==> src/rtl/kyber_pkg.sv <==
// Shared constants, coefficient type and sequencer state encoding for the
// Kyber-768 matrix-A parse controller.
package kyber_pkg;

    localparam int unsigned Q    = 3329;
    localparam int unsigned N    = 256;
    localparam int unsigned K    = 3;
    localparam int unsigned KW   = $clog2(K);
    // one extra bit so the counter can express "entry full" (N) distinctly
    localparam int unsigned IDXW = $clog2(N) + 1;

    typedef logic [11:0] coef_t;

    typedef enum logic [2:0] {
        ST_IDLE,
        ST_REQ,
        ST_FETCH,
        ST_EMIT1,
        ST_EMIT2,
        ST_NEXT,
        ST_DONE
    } state_t;

    function automatic logic cand_ok(input coef_t c);
        return c < coef_t'(Q);
    endfunction

endpackage

==> src/rtl/parse_cand_split.sv <==
// Splits one 24-bit XOF word into two 12-bit rejection-sampling candidates
// and flags each candidate that lies below the modulus.
module parse_cand_split
    import kyber_pkg::*;
(
    input  logic [23:0] word,
    output coef_t       d1,
    output coef_t       d2,
    output logic        d1_ok,
    output logic        d2_ok
);

    always_comb begin
        d1    = word[11:0];
        d2    = word[23:12];
        d1_ok = cand_ok(word[11:0]);
        d2_ok = cand_ok(word[23:12]);
    end

endmodule

==> src/rtl/parse_matrix_ctrl.sv <==
// Kyber matrix-A sequencer: walks the K*K entries, requests an XOF stream per
// entry and streams accepted coefficients. PARSE_CTRL_STATS_EN adds reject_cnt.
module parse_matrix_ctrl
    import kyber_pkg::*;
(
    input  logic          clk,
    input  logic          rst,
    input  logic          start,
    input  logic          transpose,
    output logic          busy,
    output logic          done,
    output logic          xof_req,
    output logic [7:0]    xof_b0,
    output logic [7:0]    xof_b1,
    input  logic          xof_valid,
    input  logic [23:0]   xof_data,
    output logic          xof_ready,
    output logic          coef_valid,
    output logic [11:0]   coef_data,
    output logic [7:0]    coef_idx,
    output logic [KW-1:0] coef_row,
    output logic [KW-1:0] coef_col,
    input  logic          coef_ready
`ifdef PARSE_CTRL_STATS_EN
    ,
    output logic [15:0]   reject_cnt
`endif
);

    state_t          state;
    state_t          state_n;
    logic            tr_q;
    logic [KW-1:0]   row_q;
    logic [KW-1:0]   col_q;
    logic [IDXW-1:0] idx_q;
    logic [23:0]     word_q;

    coef_t           d1;
    coef_t           d2;
    logic            d1_ok;
    logic            d2_ok;
    coef_t           cand;

    logic            run_start;
    logic            word_ld;
    logic            idx_inc;
    logic            entry_adv;
    logic            last_coef;
    logic            last_entry;

    parse_cand_split u_split (
        .word  (word_q),
        .d1    (d1),
        .d2    (d2),
        .d1_ok (d1_ok),
        .d2_ok (d2_ok)
    );

    assign last_coef  = (idx_q == IDXW'(N - 1));
    assign last_entry = (row_q == KW'(K - 1)) && (col_q == KW'(K - 1));

    always_ff @(posedge clk or negedge rst) begin
        if (!rst) begin
            state <= ST_IDLE;
        end else begin
            state <= state_n;
        end
    end

    always_comb begin
        state_n    = state;
        busy       = 1'b0;
        done       = 1'b0;
        xof_req    = 1'b0;
        xof_ready  = 1'b0;
        coef_valid = 1'b0;
        cand       = d1;
        run_start  = 1'b0;
        word_ld    = 1'b0;
        idx_inc    = 1'b0;
        entry_adv  = 1'b0;
        case (state)
            ST_IDLE: begin
                if (start) begin
                    run_start = 1'b1;
                    state_n   = ST_REQ;
                end
            end
            ST_REQ: begin
                busy    = 1'b1;
                xof_req = 1'b1;
                state_n = ST_FETCH;
            end
            ST_FETCH: begin
                busy      = 1'b1;
                xof_ready = 1'b1;
                if (xof_valid) begin
                    word_ld = 1'b1;
                    state_n = ST_EMIT1;
                end
            end
            ST_EMIT1: begin
                busy = 1'b1;
                cand = d1;
                if (d1_ok) begin
                    coef_valid = 1'b1;
                    if (coef_ready) begin
                        idx_inc = 1'b1;
                        // entry filled by d1: d2 is dropped unseen
                        state_n = last_coef ? ST_NEXT : ST_EMIT2;
                    end
                end else begin
                    state_n = ST_EMIT2;
                end
            end
            ST_EMIT2: begin
                busy = 1'b1;
                cand = d2;
                if (d2_ok) begin
                    coef_valid = 1'b1;
                    if (coef_ready) begin
                        idx_inc = 1'b1;
                        state_n = last_coef ? ST_NEXT : ST_FETCH;
                    end
                end else begin
                    state_n = ST_FETCH;
                end
            end
            ST_NEXT: begin
                busy      = 1'b1;
                entry_adv = 1'b1;
                state_n   = last_entry ? ST_DONE : ST_REQ;
            end
            ST_DONE: begin
                done    = 1'b1;
                state_n = ST_IDLE;
            end
            default: state_n = ST_IDLE;
        endcase
    end

    always_ff @(posedge clk or negedge rst) begin
        if (!rst) begin
            tr_q   <= 1'b0;
            row_q  <= '0;
            col_q  <= '0;
            idx_q  <= '0;
            word_q <= '0;
        end else begin
            if (run_start) begin
                tr_q  <= transpose;
                row_q <= '0;
                col_q <= '0;
                idx_q <= '0;
            end
            if (word_ld) begin
                word_q <= xof_data;
            end
            if (idx_inc) begin
                idx_q <= idx_q + 1'b1;
            end
            if (entry_adv) begin
                idx_q <= '0;
                if (col_q == KW'(K - 1)) begin
                    col_q <= '0;
                    row_q <= (row_q == KW'(K - 1)) ? '0 : row_q + 1'b1;
                end else begin
                    col_q <= col_q + 1'b1;
                end
            end
        end
    end

    // Payload is held at zero whenever no coefficient is being offered.
    always_comb begin
        coef_data = coef_valid ? cand : '0;
        coef_idx  = coef_valid ? idx_q[7:0] : '0;
        coef_row  = coef_valid ? row_q : '0;
        coef_col  = coef_valid ? col_q : '0;
        xof_b0    = '0;
        xof_b1    = '0;
        if (xof_req) begin
            xof_b0 = tr_q ? 8'(row_q) : 8'(col_q);
            xof_b1 = tr_q ? 8'(col_q) : 8'(row_q);
        end
    end

`ifdef PARSE_CTRL_STATS_EN
    logic rej_hit;

    // EMIT2 is never entered for a dropped d2, so it is never counted.
    assign rej_hit = ((state == ST_EMIT1) && !d1_ok) || ((state == ST_EMIT2) && !d2_ok);

    always_ff @(posedge clk or negedge rst) begin
        if (!rst) begin
            reject_cnt <= '0;
        end else if (run_start) begin
            reject_cnt <= '0;
        end else if (rej_hit && (reject_cnt != '1)) begin
            reject_cnt <= reject_cnt + 1'b1;
        end
    end
`endif

endmodule
==> config.mk <==
export PLATFORM = sky130hd
export DESIGN_NAME = parse_matrix_ctrl
export DESIGN_NICKNAME = d
export VERILOG_FILES = /design/src/rtl/kyber_pkg.sv /design/src/rtl/parse_cand_split.sv /design/src/rtl/parse_matrix_ctrl.sv
export SDC_FILE = /design/constraint.sdc
export NUM_CORES = 1
export LEC_CHECK = 0
export CAP_MARGIN = 20
export CORE_UTILIZATION = 52
export DETAILED_ROUTE_END_ITERATION = 6
export PLACE_DENSITY = 0.95
export SYNTH_ARGS = -nofsm -noshare
export SYNTH_HDL_FRONTEND = slang
export SYNTH_HIERARCHICAL = 1
export SYNTH_SLANG_ARGS = --single-unit
==> constraint.sdc <==
create_clock -name clk -period 6.04 [get_ports clk]
set_input_delay 1.208 -clock clk [delete_from_list [all_inputs] [get_ports clk]]
set_output_delay 1.208 -clock clk [all_outputs]
set_load 0.05 [all_outputs]
==> reports/results.ini <==
[sta]
worst-slew-pin-transition_ns = 1.02
clk_skew_ns = 0.00711
slew_violations = 0
slew_headroom = 0.321
final_period_util = 0.737
fmax_ghz = 0.225
rsz0062_at_grt = no
holdWs_ns = 0.510
final.setup.tns_ns = 0
hold_viol = 0
setup_viol = 0
layout_min_cycle_time_ns = 4.45

[clock_tree]
cts.reportedPaths.clkPinSlew_ns = 0.08
post_cts_hold_buffer_count = 0
cts.path.max_buffers = 2
cts_tree = built
cts_inserted_buffers = 5
clock_tree.root_cell = sky130_fd_sc_hd__clkbuf_8
cts_htree_levels = 2
post_cts_resized = 0
clock_sink_count = 41
post_cts_buffers = 0
clk-insertion-delay-late_ns = 0.30

[final_layout]
final_cells = 364
drive_above_1_share = 0.145
layout.filler_cells = 391
register_area_um2 = 1030
finish.net_count = 328
area_growth_syn_to_layout_pct = 20.7
antenna-diode-count = 0
multi_input_area_um2 = 1240
fin_area_um2 = 3110

[place]
place.detailed.instances = 356
numPortBuffers = 62
globalplace.congestion = 0.868
detailedPlacementHpwl_um = 3650
placed_cell_area_um2 = 2980

[setup_path]
critPathLaunchType = flip-flop
timing.reg2reg.worst_path_depth = 5
timing.critical_path.fanout_max = 20
timing.setup.critical_path_class = reg2out
required_ns = 4.83
crit_arrival_ns = 3.24
timing.critical_path.to_type = output port

[synth]
synth_top_area_share = 0.398
avgSynthCellArea_um2 = 9.70
asyncSetResetFlopFracSynth = 1.00
ys_seq_elements = 41
synth_top_area_cell = sky130_fd_sc_hd__dfrtp_1
synth.cell_area_um2 = 2580
synthTopCellsByCount = sky130_fd_sc_hd__dfrtp_1 (41), sky130_fd_sc_hd__buf_4 (37), sky130_fd_sc_hd__nand2_1 (31)
synthTopCellsByArea = sky130_fd_sc_hd__dfrtp_1 (40%), sky130_fd_sc_hd__mux2_2 (12%), sky130_fd_sc_hd__buf_4 (11%), sky130_fd_sc_hd__nand2_1 (4.5%), sky130_fd_sc_hd__and2_1 (3.6%)
yosysWarningCount = 6
synth.most_common_cell = sky130_fd_sc_hd__dfrtp_1
yosysUniqueCellTypes = 46
synth_enable_flop_cells = 0
synth_flop_cell = sky130_fd_sc_hd__dfrtp_1
synth_sequential_area_ratio = 0.398
post_synth_inst_count = 266

[die]
dieWidth_um = 72.4
fp.dieArea_um2 = 5250
design.core.area_um2 = 4750
ioPinCount = 75
die_y_um = 72.4
initial_core_util = 0.543
placement_rows = 25

[pwr]
power.static_leakage_nw = 1.31
ir_drop_v = 0.000350
power.density_cell_area_nw_per_um2 = 487
power_w = 0.00152

[hold_path]
worstHoldPathType = reg2reg
hold_depth = 1

[global_routing]
grt_start_max_net_pins = 42
grt_antenna_before_repair = 0
globalRoute.totalOverflow = 0
grt_pass1_vias = 1848
globalRouteTotalUtil = 0.210
grt_pass1_wl_um = 8450

[status]
status = finished, final reports clean

[detailed_routing]
detailroute.via_count = 1926
first_iter_violations = 67
viasPerCell = 5.29
drt_first_pass_iters = 4
ant_nets = 0
drc_errors = 0
detail_route.wirelength_um = 5020
route.detailed.wl_per_inst_um = 13.8

[flow_run]
cap_viol_max_count = 0

-- layout by cell type (no fill, tap or decap), types with 3 or more instances in the layout --
master	instances
sky130_fd_sc_hd__nor2b_1	3
sky130_fd_sc_hd__nand2_1	31
sky130_fd_sc_hd__inv_1	5
sky130_fd_sc_hd__mux2i_1	4
sky130_fd_sc_hd__nand2b_1	4
sky130_fd_sc_hd__a211o_1	3
sky130_fd_sc_hd__nor4_1	3
sky130_fd_sc_hd__mux2_2	27
sky130_fd_sc_hd__clkbuf_8	5
sky130_fd_sc_hd__a22o_1	7
sky130_fd_sc_hd__clkdlybuf4s50_1	61
sky130_fd_sc_hd__o21a_1	3
sky130_fd_sc_hd__and2_1	15
sky130_fd_sc_hd__and3_1	3
sky130_fd_sc_hd__dfrtp_1	41
sky130_fd_sc_hd__a21oi_1	15
sky130_fd_sc_hd__nor2_1	12
sky130_fd_sc_hd__conb_1	12
sky130_fd_sc_hd__nor3_1	5
-- critical path, cell delays in order, from the launching register on --
cell and delay [ns]:
sky130_fd_sc_hd__dfrtp_1 0.69, sky130_fd_sc_hd__and4bb_2 0.32, sky130_fd_sc_hd__nor2_1 0.61, sky130_fd_sc_hd__inv_1 0.36, sky130_fd_sc_hd__and2_1 0.26, sky130_fd_sc_hd__clkdlybuf4s50_1 0.70
-- metrics by stage --
step	setup WS, ns	utilization
2_1_floorplan	2.41	-
3_5_place_dp	1.91	0.627
5_1_grt	1.19	0.655
3_3_place_gp	2.01	0.627
4_1_cts	1.56	0.655
6_report	1.59	0.655
-- cell families after synthesis --
logic type / after synthesis / share of synthesized area
simple gates: 89 / 0.186
buf+inv: 55 / 0.139
compound gates: 46 / 0.129
flops: 41 / 0.398
mux: 31 / 0.133
fa+ha+maj: 2 / 0.00970
other cells: 1 / 0.00145
xor+xnor: 1 / 0.00340
-- layout make-up --
class | instances | share of cell area
Inverter | 5 | 0.00603
Multi-Input combinational cell | 181 | 0.397
Clock inverter | 3 | 0.0209
Tap cell | 67 | 0.0269
Clock buffer | 5 | 0.0221
Timing Repair Buffer | 62 | 0.198
Sequential cell | 41 | 0.329
-- registers in the layout, indices dropped and copies added, names as in the netlist --
signal,count
col_q,2
word_q,24
row_q,2
state,3
idx_q,9
tr_q,1
-- report_power, final --
part	internal (W)	total (W)	leakage (nW)	switching (W)
Sequential	0.000385	0.000522	0.511	0.000138
Combinational	0.000308	0.000736	0.732	0.000428
Clock	0.000164	0.000258	0.0681	0.0000939
-- per-layer routing --
metal | up-vias | global-route usage | part of all wire
li1 | 936 | - | -
met1 | 909 | 0.264 | 0.43
met2 | 75 | 0.358 | 0.50
met3 | 6 | 0.0472 | 0.067
met4 | 0 | 0.0675 | 0.011
met5 | - | 0 | 0
-- worst paths after layout --
check                      startpoint     endpoint  slack [ns]
max in group asynchronous         rst    word_q[2]        4.45
hold / removal               idx_q[8]     idx_q[8]        0.51
setup / recovery             state[0]  coef_row[0]        1.59
setup reg to reg             state[0]     state[0]        3.56
min in group asynchronous         rst         tr_q        1.03
hold reg to reg              idx_q[8]     idx_q[8]        0.51
Power figures use the tool's default switching activity.
